===== config.mk =====
export PLATFORM = sky130hd
export DESIGN_NAME = fix_field_extractor
export DESIGN_NICKNAME = d
export VERILOG_FILES = /design/src/rtl/fix_field_extractor.sv
export SDC_FILE = /design/constraint.sdc
export NUM_CORES = 1
export LEC_CHECK = 0
export CORE_UTILIZATION = 30
export DETAILED_ROUTE_END_ITERATION = 10
export PLACE_DENSITY = 0.54
export SYNTH_ARGS = -nofsm -noshare
export SYNTH_HDL_FRONTEND = slang
export SYNTH_SLANG_ARGS = --single-unit
export TNS_END_PERCENT = 10

===== constraint.sdc =====
create_clock -name clk -period 3.4 [get_ports clk]
set_input_delay 0.68 -clock clk [delete_from_list [all_inputs] [get_ports clk]]
set_output_delay 0.68 -clock clk [all_outputs]
set_load 0.1 [all_outputs]

===== src/rtl/fix_field_extractor.sv =====
// fix_field_extractor: turns parser tag/value strobes into a binary tag plus packed value buffer
module fix_field_extractor #(
    parameter int TAG_W   = 16,
    parameter int MAX_VAL = 16,
    parameter int LEN_W   = 8
) (
    input  logic                 clk,
    input  logic                 rst,
    input  logic                 valid_i,
    input  logic [7:0]           data_i,
    input  logic                 tag_s_i,
    input  logic                 tag_e_i,
    input  logic                 value_s_i,
    input  logic                 value_e_i,
    input  logic                 out_ready_i,
    output logic                 field_valid_o,
    output logic [TAG_W-1:0]     tag_o,
    output logic [LEN_W-1:0]     val_len_o,
    output logic [8*MAX_VAL-1:0] val_o,
    output logic                 err_tag_o,
    output logic                 err_trunc_o,
    output logic                 err_seq_o,
    output logic                 overrun_o
);
    typedef enum logic [1:0] {IDLE, TAG, WAIT_VAL, VALUE} state_t;
    state_t state, state_nxt;
    logic [TAG_W-1:0]     acc, acc_nxt;
    logic [LEN_W-1:0]     len, len_nxt;
    logic [8*MAX_VAL-1:0] vbuf, vbuf_nxt;
    logic                 e_tag, e_tag_nxt, e_trunc, e_trunc_nxt;
    logic                 start, accum, store, emit, seq, ovf, is_dig;
    logic [7:0]           d_off;
    logic [TAG_W+3:0]     sum;

    // state register
    always_ff @(posedge clk or negedge rst) begin
        if (!rst) state <= IDLE;
        else      state <= state_nxt;
    end

    // next state; a tag start always wins and restarts the field
    always_comb begin
        state_nxt = state;
        if (start)                                  state_nxt = tag_e_i ? WAIT_VAL : TAG;
        else if (valid_i && state == TAG && tag_e_i) state_nxt = WAIT_VAL;
        else if (emit)                              state_nxt = IDLE;
        else if (store)                             state_nxt = VALUE;
    end

    // per-byte actions decoded from state and strobes
    always_comb begin
        start = valid_i && tag_s_i;
        seq   = start ? state != IDLE
                      : valid_i && state == IDLE && (tag_e_i || value_s_i || value_e_i);
        store = valid_i && !tag_s_i && (state == VALUE || (state == WAIT_VAL && value_s_i));
        emit  = store && value_e_i;
        accum = start || (valid_i && state == TAG);
    end

    // tag arithmetic at TAG_W+4 bits and value byte placement
    always_comb begin
        d_off       = data_i - 8'h30;
        is_dig      = d_off < 8'd10;
        sum         = {4'b0, (start ? {TAG_W{1'b0}} : acc)} * (TAG_W+4)'(10)
                    + (TAG_W+4)'(d_off[3:0] & {4{is_dig}});
        ovf         = |sum[TAG_W+3:TAG_W];
        acc_nxt     = ovf ? {TAG_W{1'b1}} : sum[TAG_W-1:0];
        e_tag_nxt   = (e_tag && !start) || !is_dig || ovf;
        len_nxt     = &len ? len : len + LEN_W'(1);
        e_trunc_nxt = e_trunc || int'(len) >= MAX_VAL;
        vbuf_nxt    = vbuf;
        if (int'(len) < MAX_VAL) vbuf_nxt[8*len +: 8] = data_i;
    end

    // working registers, cleared whenever a new tag begins
    always_ff @(posedge clk or negedge rst) begin
        if (!rst) begin
            acc     <= '0;
            e_tag   <= 1'b0;
            len     <= '0;
            vbuf    <= '0;
            e_trunc <= 1'b0;
        end else begin
            if (accum) begin
                acc   <= acc_nxt;
                e_tag <= e_tag_nxt;
            end
            if (start) begin
                len     <= '0;
                vbuf    <= '0;
                e_trunc <= 1'b0;
            end else if (store) begin
                len     <= len_nxt;
                vbuf    <= vbuf_nxt;
                e_trunc <= e_trunc_nxt;
            end
        end
    end

    // output holding register with drop-on-full and registered pulses
    always_ff @(posedge clk or negedge rst) begin
        if (!rst) begin
            field_valid_o <= 1'b0;
            tag_o         <= '0;
            val_len_o     <= '0;
            val_o         <= '0;
            err_tag_o     <= 1'b0;
            err_trunc_o   <= 1'b0;
            err_seq_o     <= 1'b0;
            overrun_o     <= 1'b0;
        end else begin
            err_seq_o <= seq;
            overrun_o <= emit && field_valid_o && !out_ready_i;
            if (emit && (!field_valid_o || out_ready_i)) begin
                field_valid_o <= 1'b1;
                tag_o         <= acc;
                val_len_o     <= len_nxt;
                val_o         <= vbuf_nxt;
                err_tag_o     <= e_tag;
                err_trunc_o   <= e_trunc_nxt;
            end else if (out_ready_i) begin
                field_valid_o <= 1'b0;
            end
        end
    end
endmodule


==> results of run 1 <==
-- logic make-up (layout without fill, tap and decap cells) --
kind of cell,Yosys count,count (layout),synth area share (%)
adders and majority gates,36,36,3.039
DFF,313,313,51.14
other,0,1,0
AOI/OAI and AO/OA,421,421,16.39
buffers and inverters,119,391,3.480
and+or+nand+nor,558,558,17.44
muxes,107,107,7.132
xor gates and xnor gates,24,24,1.373
-- final timing paths --
check	startpoint	cells past startpoint	end	slack, ns
min in group clk	val_o[56]$_DFFE_PN0P_	2	val_o[56]$_DFFE_PN0P_	0.48
hold reg to reg	val_o[56]$_DFFE_PN0P_	2	val_o[56]$_DFFE_PN0P_	0.48
setup reg to reg	acc[5]$_DFFE_PN0P_	12	acc[3]$_DFFE_PN0P_	0.002
max in group asynchronous	rst	2	val_o[98]$_DFFE_PN0P_	2.41
setup / recovery	acc[5]$_DFFE_PN0P_	12	acc[3]$_DFFE_PN0P_	0.002
hold / removal	rst	1	val_o[121]$_DFFE_PN0P_	0.11
-- metal layers --
metal  global-route usage [%]  up-vias  wire length, um
met2                    27.15      255            20970
met5                        0        -               12
met1                    24.48     5977            21570
met4                    3.922        2              820
li1                         -     6050                -
met3                    3.450       55             2121
-- placed cells by master, fill, tap and decap left out, drive strengths merged, types with 4 or more instances in the layout --
master / synthesis / routed
nand2: 243 / 243
o211ai: 7 / 7
nand2b: 13 / 13
o31ai: 5 / 5
mux2: 17 / 17
o21a: 4 / 4
and3: 6 / 6
or3: 8 / 8
nand3: 87 / 87
nor2b: 5 / 5
buf: 33 / 299
ha: 34 / 34
nor2: 99 / 99
o2bb2ai: 16 / 16
xnor2: 15 / 15
clkdlybuf4s50: 0 / 6
nor3: 29 / 29
inv: 15 / 16
nand4: 4 / 4
clkbuf: 71 / 57
a22o: 32 / 32
a21oi: 66 / 66
dfrtp: 313 / 313
o21ai: 247 / 247
a31oi: 20 / 20
dlymetal6s2s: 0 / 6
mux2i: 90 / 90
and2: 46 / 46
xor2: 9 / 9
a21o: 7 / 7
-- flip-flops by register name (all words and copies together), names as in the netlist, 2 cells and up --
signal     count
len            8
vbuf         128
acc           16
val_len_o      8
val_o        128
state          2
tag_o         16
-- metrics by stage --
step | std cells | hold slack [ns] | power [mW] | setup TNS [ns] | cell area, sq um
global route | 2523 | 0.1415 | 17.21 | -2.614 | 19940
CTS | 2513 | 0.1118 | 15.21 | 0 | 19460
global placement | 2448 | 0.4663 | 10.82 | -18.10 | 18160
floorplan | 1578 | 0.3844 | 8.501 | -6.568 | 15440
detailed placement | 2448 | 0.4727 | 10.92 | -19.06 | 18160
finish | 2523 | 0.1137 | 16.27 | 0 | 19940
-- power by group through the flow --
stage	sequential (mW)	clock (mW)	combinational, mW
3_3_place_gp	4.23	0	6.60
6_report	4.16	4.09	8.02
2_1_floorplan	5.09	0	3.41
5_1_grt	4.19	4.37	8.65
4_1_cts	4.16	4.21	6.84
3_5_place_dp	4.22	0	6.69
-- worst max-delay path, cell delays in order, from the launching register on --
cell and delay [ns]:
sky130_fd_sc_hd__dfrtp_1 0.41, sky130_fd_sc_hd__and2_4 0.18, sky130_fd_sc_hd__ha_4 0.24, sky130_fd_sc_hd__ha_4 0.28, sky130_fd_sc_hd__o211ai_1 0.10, sky130_fd_sc_hd__o211ai_1 0.42
sky130_fd_sc_hd__nand2_2 0.18, sky130_fd_sc_hd__o311ai_4 0.35, sky130_fd_sc_hd__nor4b_4 0.28, sky130_fd_sc_hd__nand4b_1 0.19, sky130_fd_sc_hd__a21oi_4 0.32, sky130_fd_sc_hd__clkbuf_16 0.21
sky130_fd_sc_hd__a31oi_1 0.08
-- cell type report --
type | count | share of cell area (%)
diodes | 1 | 0.01255
clock buffers | 55 | 5.492
clock inverters | 8 | 0.7218
inverters | 15 | 0.2824
multi-input cells | 1146 | 37.41
flip-flops and latches | 313 | 39.29
well taps | 672 | 4.218
repair buffers | 313 | 12.58
-- timing repair --
action                     CTS  global route
resized for setup           14            72
pin swaps                    2            30
gates cloned                 0             2
buffers inserted             2             7
setup endpoints to repair   17            57
==> run_summary.xml, run 1 <==
<?xml version="1.0" encoding="UTF-8"?>
<metrics>
  <group name="timing">
    <metric name="setup_slack" unit="ns">0.001927</metric>
    <metric name="fin_worst_skew" unit="ns">0.01996</metric>
    <metric name="finalHoldViolations" unit="">0</metric>
    <metric name="tightest_slew" unit="ns">0.9022</metric>
    <metric name="rsz0062_at_grt" unit="">yes</metric>
    <metric name="final-setup-viol-count" unit="">0</metric>
    <metric name="finalMaxSlewViolations" unit="">0</metric>
    <metric name="post-route-min-period" unit="ns">3.398</metric>
    <metric name="layout_worst_path_cycle_share" unit="%">99.94</metric>
    <metric name="achievable-frequency" unit="MHz">294.3</metric>
    <metric name="slew_margin_rel" unit="%">39.85</metric>
  </group>
  <group name="global_route">
    <metric name="largest_net_degree_at_the_start_of_global_routing" unit="">189</metric>
    <metric name="antenna_violations_before_repair" unit="">2</metric>
    <metric name="global_route.usage.total" unit="%">17.30</metric>
    <metric name="grt_pass1_vias" unit="">12130</metric>
    <metric name="grt-ovfl-total" unit="">0</metric>
    <metric name="grt_first_pass_wirelength" unit="mm">71.06</metric>
  </group>
  <group name="placement">
    <metric name="port_buffers" unit="">172</metric>
    <metric name="setup_slack_after_placement" unit="ns">-1.144</metric>
    <metric name="routabilityCongestion" unit="">0.8617</metric>
    <metric name="dpl.hpwl" unit="mm">31.67</metric>
  </group>
  <group name="yosys">
    <metric name="syn_avg_cell_area" unit="sq um">9.705</metric>
    <metric name="synth_enable_flop_cells" unit="">0</metric>
    <metric name="yosys_most_used_dff" unit="">sky130_fd_sc_hd__dfrtp_1</metric>
    <metric name="post_synth_main_area_contributors" unit="">sky130_fd_sc_hd__dfrtp_1 (51%), sky130_fd_sc_hd__o21ai_0 (7.5%), sky130_fd_sc_hd__nand2_1 (6.0%)</metric>
    <metric name="top_count_cell_post_synth" unit="">sky130_fd_sc_hd__dfrtp_1</metric>
    <metric name="postSynthCellCount" unit="">1578</metric>
    <metric name="ys_ff_latch" unit="">313</metric>
    <metric name="mappedNetlistNets" unit="">1630</metric>
    <metric name="ys_async_sr_fraction" unit="%">100.0</metric>
    <metric name="post_synth_most_frequent_cells" unit="">sky130_fd_sc_hd__dfrtp_1 (313), sky130_fd_sc_hd__nand2_1 (243), sky130_fd_sc_hd__o21ai_0 (229)</metric>
    <metric name="synth_top_cell_area_share" unit="%">51.14</metric>
    <metric name="yosysWarnings" unit="">0</metric>
    <metric name="yosys_top_cell_by_area" unit="">sky130_fd_sc_hd__dfrtp_1</metric>
    <metric name="synth_seq_area_share" unit="%">51.14</metric>
    <metric name="synth.lib_cells_used.distinct" unit="">69</metric>
    <metric name="syn_area" unit="sq um">15310</metric>
  </group>
  <group name="clock_network">
    <metric name="max_clock_buf_depth" unit="">3</metric>
    <metric name="insertion_delay" unit="ns">0.55</metric>
    <metric name="cts-root-buf" unit="">sky130_fd_sc_hd__clkbuf_16</metric>
    <metric name="tritoncts.num_buffers" unit="">37</metric>
    <metric name="cts_sinks" unit="">313</metric>
    <metric name="htree_levels" unit="">2</metric>
    <metric name="cts_tree" unit="">done</metric>
    <metric name="clk_pin_slew" unit="ns">0.06</metric>
    <metric name="cts-hold-fix-buffers" unit="">0</metric>
  </group>
  <group name="min_path">
    <metric name="worst_hold_path_type" unit="">in2async</metric>
  </group>
  <group name="drt">
    <metric name="viasPerCell" unit="">4.891</metric>
    <metric name="detail_route.iter0.violations" unit="">813</metric>
    <metric name="drt_wl_total" unit="mm">45.50</metric>
    <metric name="wl_per_cell" unit="um">18.03</metric>
    <metric name="drtPass1Iterations" unit="">6</metric>
    <metric name="final_antenna_net_count" unit="">0</metric>
    <metric name="route.detailed.drc" unit="">0</metric>
    <metric name="vias" unit="">12340</metric>
  </group>
  <group name="floorplan">
    <metric name="dieWidth" unit="um">227.9</metric>
    <metric name="chip_height" unit="um">227.9</metric>
    <metric name="start_util" unit="%">30.46</metric>
    <metric name="boundaryPins" unit="">173</metric>
    <metric name="core_region_area" unit="sq um">50270</metric>
    <metric name="fp.dieArea" unit="sq um">51960</metric>
    <metric name="floorplan.rows" unit="">82</metric>
  </group>
  <group name="pwr">
    <metric name="power.sequential.fraction" unit="%">25.6</metric>
    <metric name="cell_internal_pwr" unit="mW">9.959</metric>
    <metric name="power_frac_comb" unit="%">49.3</metric>
    <metric name="power.share.clock" unit="%">25.2</metric>
    <metric name="power.static_leakage" unit="nW">8.423</metric>
    <metric name="switching_share" unit="%">38.80</metric>
    <metric name="vdd_ir_drop_max" unit="uV">1029</metric>
    <metric name="switchingPower" unit="mW">6.313</metric>
    <metric name="power-per-cell-area" unit="nW/um^2">816.2</metric>
  </group>
  <group name="layout">
    <metric name="drive_gt1_share" unit="%">26.16</metric>
    <metric name="layout.area.seq" unit="sq um">7833</metric>
    <metric name="nFillCells" unit="">5043</metric>
    <metric name="final_util" unit="%">39.65</metric>
    <metric name="multiInputGateArea" unit="sq um">7457</metric>
    <metric name="synthToLayoutAreaGrowth" unit="%">30.17</metric>
    <metric name="design.final.nets" unit="">1878</metric>
  </group>
  <group name="worst_setup_path">
    <metric name="critPathKind" unit="">reg2reg</metric>
    <metric name="path_max_fanout" unit="">4</metric>
    <metric name="endpoint_kind" unit="">flop</metric>
    <metric name="crit_arrival" unit="ns">3.80</metric>
    <metric name="startpoint_type" unit="">flop</metric>
    <metric name="cp.required" unit="ns">3.80</metric>
  </group>
  <group name="job">
    <metric name="cap_viol_max_count" unit="">0</metric>
  </group>
  <group name="status">
    <metric name="run_status" unit="">finished, final reports clean</metric>
  </group>
</metrics>
Power figures use the tool's default switching activity.
==> inputs of run 2 (changes only) <==
--- a/config.mk
+++ b/config.mk
@@ -8,6 +8,7 @@
 export CORE_UTILIZATION = 30
 export DETAILED_ROUTE_END_ITERATION = 10
 export PLACE_DENSITY = 0.54
+export SLEW_MARGIN = 10
 export SYNTH_ARGS = -nofsm -noshare
 export SYNTH_HDL_FRONTEND = slang
 export SYNTH_SLANG_ARGS = --single-unit
==> results of run 2 <==
The final DEF is identical to that of run 1; final timing and power are the same.
